===== config.mk =====
export PLATFORM = sky130hd
export DESIGN_NAME = nebula_link_rx
export DESIGN_NICKNAME = d
export VERILOG_FILES = /design/src/rtl/nebula_pkg.sv /design/src/rtl/nebula_vc_fifo.sv /design/src/rtl/nebula_link_rx.sv
export SDC_FILE = /design/constraint.sdc
export NUM_CORES = 1
export LEC_CHECK = 0
export BUFFER_PORTS_ARGS = -buffer_cell sky130_fd_sc_hd__clkbuf_2
export CAP_MARGIN = 20
export CORE_MARGIN = 1
export CORE_UTILIZATION = 35
export CTS_BUF_LIST = sky130_fd_sc_hd__clkbuf_4 sky130_fd_sc_hd__clkbuf_8
export DETAILED_ROUTE_END_ITERATION = 8
export HOLD_SLACK_MARGIN = 0.12
export MAX_ROUTING_LAYER = met4
export PLACE_DENSITY = 0.57
export REMOVE_ABC_BUFFERS = 1
export SLEW_MARGIN = 0
export SYNTH_ARGS = -nofsm -noshare
export SYNTH_HDL_FRONTEND = slang
export SYNTH_SLANG_ARGS = --single-unit
export TNS_END_PERCENT = 100

===== constraint.sdc =====
create_clock -name clk -period 12.85 [get_ports clk]
set_input_delay 0 -clock clk [delete_from_list [all_inputs] [get_ports clk]]
set_output_delay 0 -clock clk [all_outputs]
set_load 0.005 [all_outputs]

===== src/rtl/nebula_pkg.sv =====
// Shared types and defaults for the Nebula link receive endpoint.
package nebula_pkg;

  localparam int NEBULA_FLIT_W = 64;
  localparam int NEBULA_NUM_VC = 4;
  localparam int NEBULA_VC_LSB = 0;
  localparam int CREDIT_VC_W   = 8;

  typedef logic [NEBULA_FLIT_W-1:0]         flit_t;
  typedef logic [$clog2(NEBULA_NUM_VC)-1:0] vc_id_t;

  typedef enum logic {
    RX_INIT,
    RX_RUN
  } rx_state_e;

endpackage


===== src/rtl/nebula_vc_fifo.sv =====
// Per-VC synchronous FIFO. The head entry is read combinationally so the arbiter
// can offer it in the same cycle it becomes visible.
module nebula_vc_fifo #(
  parameter int FLIT_W = 64,
  parameter int DEPTH  = 4
) (
  input  logic              clk,
  input  logic              rst,
  input  logic              push,
  input  logic [FLIT_W-1:0] push_data,
  input  logic              pop,
  output logic [FLIT_W-1:0] head_data,
  output logic              full,
  output logic              empty
);
  localparam int PTR_W = $clog2(DEPTH);
  localparam int CNT_W = PTR_W + 1;

  logic [FLIT_W-1:0] mem [DEPTH];
  logic [PTR_W-1:0]  wr_ptr_q, wr_ptr_d;
  logic [PTR_W-1:0]  rd_ptr_q, rd_ptr_d;
  logic [CNT_W-1:0]  count_q, count_d;

  always_comb begin
    wr_ptr_d = wr_ptr_q;
    rd_ptr_d = rd_ptr_q;
    count_d  = count_q;
    if (push) wr_ptr_d = wr_ptr_q + 1'b1;
    if (pop)  rd_ptr_d = rd_ptr_q + 1'b1;
    case ({push, pop})
      2'b10:   count_d = count_q + 1'b1;
      2'b01:   count_d = count_q - 1'b1;
      default: count_d = count_q;
    endcase
  end

  always_ff @(posedge clk or posedge rst) begin
    if (rst) begin
      wr_ptr_q <= '0;
      rd_ptr_q <= '0;
      count_q  <= '0;
    end else begin
      wr_ptr_q <= wr_ptr_d;
      rd_ptr_q <= rd_ptr_d;
      count_q  <= count_d;
    end
  end

  // Storage carries no reset; only the pointers define what is valid.
  always_ff @(posedge clk) begin
    if (push) mem[wr_ptr_q] <= push_data;
  end

  assign head_data = mem[rd_ptr_q];
  assign full      = (count_q == CNT_W'(DEPTH));
  assign empty     = (count_q == '0);

endmodule


===== src/rtl/nebula_link_rx.sv =====
// Nebula credit-based link receiver: per-VC buffering, round-robin output with
// grant lock, one credit per dequeue, and an initial credit advertisement.
module nebula_link_rx
  import nebula_pkg::*;
#(
  parameter int FLIT_W = NEBULA_FLIT_W,
  parameter int NUM_VC = NEBULA_NUM_VC,
  parameter int VC_W   = $clog2(NUM_VC),
  parameter int VC_LSB = NEBULA_VC_LSB,
  parameter int DEPTH  = 4
) (
  input  logic                   clk,
  input  logic                   rst,
  input  logic                   rx_valid,
  input  logic [FLIT_W-1:0]      rx_flit,
  output logic                   rx_ready,
  output logic                   credit_tx_valid,
  output logic [CREDIT_VC_W-1:0] credit_tx_vc,
  output logic                   out_valid,
  output logic [FLIT_W-1:0]      out_flit,
  output logic [VC_W-1:0]        out_vc,
  input  logic                   out_ready,
  output logic                   ovf_err,
  output logic [VC_W-1:0]        ovf_vc
);
  localparam int CTR_W     = $clog2(NUM_VC * DEPTH);
  localparam int DEPTH_LOG = $clog2(DEPTH);

  rx_state_e              state_q, state_d;
  logic [CTR_W-1:0]       init_ctr_q, init_ctr_d;
  logic                   rx_ready_q, rx_ready_d;
  logic                   credit_valid_q, credit_valid_d;
  logic [CREDIT_VC_W-1:0] credit_vc_q, credit_vc_d;
  logic [VC_W-1:0]        rr_q, rr_d;
  logic                   lock_q, lock_d;
  logic [VC_W-1:0]        lock_vc_q, lock_vc_d;
  logic                   ovf_err_q, ovf_err_d;
  logic [VC_W-1:0]        ovf_vc_q, ovf_vc_d;

  logic [NUM_VC-1:0] fifo_push, fifo_pop, fifo_full, fifo_empty;
  logic [FLIT_W-1:0] fifo_head [NUM_VC];

  logic [VC_W-1:0] wr_vc, grant, cand;
  logic            wr_en, pop, drop, any_valid;

  assign wr_vc     = rx_flit[VC_LSB +: VC_W];
  assign wr_en     = rx_valid && rx_ready_q;
  assign any_valid = |(~fifo_empty);
  assign pop       = any_valid && out_ready;
  // A full VC may still accept when its head leaves in the same cycle.
  assign drop      = wr_en && fifo_full[wr_vc] && !(pop && (grant == wr_vc));

  for (genvar gi = 0; gi < NUM_VC; gi++) begin : g_vc
    assign fifo_push[gi] = wr_en && !drop && (wr_vc == VC_W'(gi));
    assign fifo_pop[gi]  = pop && (grant == VC_W'(gi));

    nebula_vc_fifo #(
      .FLIT_W(FLIT_W),
      .DEPTH (DEPTH)
    ) u_fifo (
      .clk      (clk),
      .rst      (rst),
      .push     (fifo_push[gi]),
      .push_data(rx_flit),
      .pop      (fifo_pop[gi]),
      .head_data(fifo_head[gi]),
      .full     (fifo_full[gi]),
      .empty    (fifo_empty[gi])
    );
  end

  // Scan downward so the nonempty VC closest to the pointer wins.
  always_comb begin
    grant = rr_q;
    cand  = rr_q;
    if (lock_q) begin
      grant = lock_vc_q;
    end else begin
      for (int i = NUM_VC - 1; i >= 0; i--) begin
        cand = rr_q + VC_W'(i);
        if (!fifo_empty[cand]) grant = cand;
      end
    end
  end

  always_comb begin
    state_d        = state_q;
    init_ctr_d     = init_ctr_q;
    rx_ready_d     = (state_q == RX_RUN);
    credit_valid_d = 1'b0;
    credit_vc_d    = '0;
    rr_d           = rr_q;
    lock_d         = lock_q;
    lock_vc_d      = lock_vc_q;
    ovf_err_d      = ovf_err_q;
    ovf_vc_d       = ovf_vc_q;

    case (state_q)
      RX_INIT: begin
        credit_valid_d = 1'b1;
        credit_vc_d    = CREDIT_VC_W'(init_ctr_q >> DEPTH_LOG);
        init_ctr_d     = init_ctr_q + 1'b1;
        if (init_ctr_q == CTR_W'(NUM_VC * DEPTH - 1)) state_d = RX_RUN;
      end
      default: begin
        credit_valid_d = pop;
        credit_vc_d    = pop ? CREDIT_VC_W'(grant) : '0;
      end
    endcase

    if (pop) begin
      lock_d = 1'b0;
      rr_d   = grant + 1'b1;
    end else if (any_valid) begin
      lock_d    = 1'b1;
      lock_vc_d = grant;
    end

    if (drop && !ovf_err_q) begin
      ovf_err_d = 1'b1;
      ovf_vc_d  = wr_vc;
    end
  end

  always_ff @(posedge clk or posedge rst) begin
    if (rst) begin
      state_q        <= RX_INIT;
      init_ctr_q     <= '0;
      rx_ready_q     <= 1'b0;
      credit_valid_q <= 1'b0;
      credit_vc_q    <= '0;
      rr_q           <= '0;
      lock_q         <= 1'b0;
      lock_vc_q      <= '0;
      ovf_err_q      <= 1'b0;
      ovf_vc_q       <= '0;
    end else begin
      state_q        <= state_d;
      init_ctr_q     <= init_ctr_d;
      rx_ready_q     <= rx_ready_d;
      credit_valid_q <= credit_valid_d;
      credit_vc_q    <= credit_vc_d;
      rr_q           <= rr_d;
      lock_q         <= lock_d;
      lock_vc_q      <= lock_vc_d;
      ovf_err_q      <= ovf_err_d;
      ovf_vc_q       <= ovf_vc_d;
    end
  end

  assign rx_ready        = rx_ready_q;
  assign credit_tx_valid = credit_valid_q;
  assign credit_tx_vc    = credit_vc_q;
  assign out_valid       = any_valid;
  assign out_flit        = any_valid ? fifo_head[grant] : '0;
  assign out_vc          = any_valid ? grant : '0;
  assign ovf_err         = ovf_err_q;
  assign ovf_vc          = ovf_vc_q;

endmodule


==> results.json <==
{
  "path_class": "flop to output pin",
  "io_pins": 148,
  "wl_per_cell_um": 25.15,
  "cts_setup_buffers": 0,
  "path_clk_slew_ps": 60,
  "nNetsFinal": 2376,
  "drt_iter0_markers": 1631,
  "slowest_stage": "o31a_2",
  "cts_sinks": 1069,
  "power_frac_clock": 0.274,
  "crit_family": "buffers and inverters",
  "drt.antenna.violating_nets": 0,
  "firstDrtPassIters": 6,
  "start_util": 0.3543,
  "async_flop_share": 0.04210,
  "synth-seq-cells": 1069,
  "endpoint_kind": "output pin",
  "fmax_mhz": 182.3,
  "cpMostUsedCell": "buf_4",
  "route.detailed.drc": 0,
  "synth-edff-count": 1024,
  "vias_per_cell": 5.130,
  "switchingPower_mw": 3.295,
  "critPathArrivalTime_ps": 5490,
  "worstSkewPairLatency_ps": 830,
  "cts_root_buffer": "clkbuf_8",
  "synth_ff_type": "edfxtp_1",
  "port_buffers": 141,
  "die_area_um2": 121400,
  "place_hpwl_um": 55710,
  "fin_skew_ps": 40.72,
  "multi_input_area_um2": 9509,
  "power.leakage_nw": 16.08,
  "yosys.area.top_type_share": 0.7321,
  "crit_buf_inv": 4,
  "vias": 20614,
  "drive_gt1_frac": 0.3184,
  "die_y_um": 348.4,
  "yosysWarnings": 0,
  "worstPathCellList": "or3_1, a21oi_1, o31a_2, buf_4, and2_4, clkinv_4, buf_4, mux2i_1, a211oi_1, clkbuf_2",
  "setup_viol": 0,
  "worst-endpoint-required_ps": 12850,
  "final_hold_viol_count": 0,
  "tightest_slew_ps": 1102,
  "grt_pass1_vias": 22048,
  "dpl_cell_area_um2": 44530,
  "row_count": 126,
  "synth_area_um2": 42000,
  "rrSetupSlack_ps": 8060,
  "slowest_delay_ps": 690,
  "routed_wirelength_um": 101100,
  "cts_max_level": 4,
  "peakVddDrop_uv": 180.0,
  "outcome": "finished, final reports clean",
  "fin_util": 0.4143,
  "track_usage": 0.1733,
  "grt_pass1_wl_um": 148500,
  "critPathLaunchType": "flop",
  "grt_setup_unrepaired": "false",
  "crit_fanout": 52,
  "cts_tree": "done",
  "sequentialPowerShare": 0.430,
  "finalCritPeriodShare": 0.4269,
  "cts_buffers": 170,
  "synth_area_per_cell_um2": 21.82,
  "drv_cap": 0,
  "gp_congestion": 0.7458,
  "yosysSeqAreaShare": 0.7589,
  "synth_cells": 1925,
  "netlist-cell-type-count": 57,
  "synth_area_leaders": "edfxtp_1 (73%), mux4_2 (14%), dfrtp_1 (2.7%)",
  "tns_ps": 0,
  "n_fill_cell": 10573,
  "seq_area_um2": 31910,
  "finalCriticalPeriod_ps": 5485,
  "core-area_um2": 118600,
  "power_mw": 10.34,
  "power_frac_comb": 0.296,
  "slew_headroom": 0.2650,
  "grt_start_max_net_pins": 141,
  "die_w_um": 348.4,
  "hold_path_class": "input pin to flop",
  "area_growth_pct": 16.94,
  "cts_max_path_buffers": 3,
  "drv_slew": 0,
  "p_sw_frac": 0.3186,
  "synth_top_area_cell": "edfxtp_1",
  "intPower_mw": 7.046,
  "postLayoutCellArea_um2": 49120,
  "gr-total-overflow": 0,
  "antenna_found_initial": 6,
  "powerDensity_nw_per_um2": 210.5
}
-- state kept, by name, summed over array words and instances (netlist names) --
register,flops
ovf_err,1
g_vc.u_fifo.count_q,12
credit_tx_valid,1
g_vc.u_fifo.rd_ptr_q,8
lock_vc_q,2
init_ctr_q,4
ovf_vc,2
rr_q,2
credit_tx_vc,2
g_vc.u_fifo.wr_ptr_q,8
g_vc.u_fifo.mem,1024
lock_q,1
rx_ready_d,1
rx_ready,1
-- final timing paths --
check / from / end / depth (start not counted)
setup / recovery: g_vc[1].u_fifo.count_q[0] / out_flit[28] / 10
hold reg to reg: g_vc[3].u_fifo.count_q[2] / g_vc[3].u_fifo.count_q[2] / 1
min in group asynchronous: rst / ovf_vc[0] / 4
setup reg to reg: g_vc[1].u_fifo.count_q[0] / g_vc[1].u_fifo.count_q[2] / 14
max in group asynchronous: rst / g_vc[3].u_fifo.rd_ptr_q[0] / 5
hold / removal: rx_flit[42] / g_vc[0].u_fifo.mem[1][42] / 2
-- Yosys cell counts (all sizes together) (2+ instances only) --
cell       n
inv       34
nor3      10
nand3b     3
ha        25
o22ai      4
nor2b      2
xnor2     14
xor2      12
nand2     15
clkbuf    73
a211oi   132
or4        3
or3        3
and3      68
buf       46
mux4     257
a21oi      5
o21ai      4
o211ai     3
nor2      15
dfrtp     45
nand3      6
a22oi      2
nand2b     3
mux2       6
edfxtp  1024
a31o       3
a31oi      3
mux2i     67
nor4       3
and2      10
fa         4
nor3b      9
-- layout by cell type, fill, tap and decap left out, drive strengths merged, types with 37 or more instances in the layout --
cell type    count
buf             37
and3            68
dfrtp           45
clkinv          75
edfxtp        1024
clkbuf         364
inv             41
a211oi         132
dlygate4sd3    117
mux4           257
mux2i           67
-- cell type report --
class | instances | area share
Timing Repair Buffer | 296 | 0.04534
Multi-Input combinational cell | 707 | 0.1936
Inverter | 35 | 0.002777
Clock buffer | 222 | 0.05648
Clock inverter | 86 | 0.01129
Tap cell | 1600 | 0.04076
Sequential cell | 1069 | 0.6496
Antenna cell | 3 | 0.0001528
-- power by group through the flow --
stage / clock, mW / combinational [mW] / sequential (mW)
floorplan: 0 / 1.91 / 4.55
global placement: 0 / 3.07 / 4.51
detailed placement: 0 / 3.09 / 4.53
CTS: 2.91 / 3.13 / 4.46
global route: 3.04 / 3.29 / 4.49
finish: 2.84 / 3.06 / 4.44
-- what timing repair did --
action / 4_1_cts / 5_1_grt
endpoints found under the hold margin: 1103 / 0
gates resized for setup: 0 / 0
hold buffers: 117 / 0
-- layer usage --
layer,track usage,share of wire,vias to the layer above
met2,0.2812,0.50,597
li1,-,-,8819
met3,0.03357,0.054,192
met5,-,0,-
met1,0.2170,0.42,11006
met4,0.06194,0.029,0
-- kinds of logic (layout without fill, tap and decap cells) --
logic type / after synthesis / after routing / share of synthesized area
other cells: 1 / 9 / 0.00008928
xor+xnor: 26 / 26 / 0.005422
flops: 1069 / 1069 / 0.7589
buf+inv: 154 / 639 / 0.01683
mux: 330 / 330 / 0.1554
fa+ha+maj: 29 / 29 / 0.009354
simple gates: 154 / 154 / 0.02166
compound gates: 162 / 162 / 0.03235
-- metrics by stage --
| stage | hold slack, ps | instances | worst slack, ps |
|---|---|---|---|
| global placement | 288.7 | 3586 | 8073 |
| floorplan | 98.87 | 1811 | 4012 |
| detailed placement | 295.0 | 3586 | 8116 |
| finish | 188.7 | 4018 | 7365 |
| CTS | 120.3 | 4011 | 7259 |
| global route | 180.3 | 4018 | 6984 |
Power figures use the tool's default switching activity.
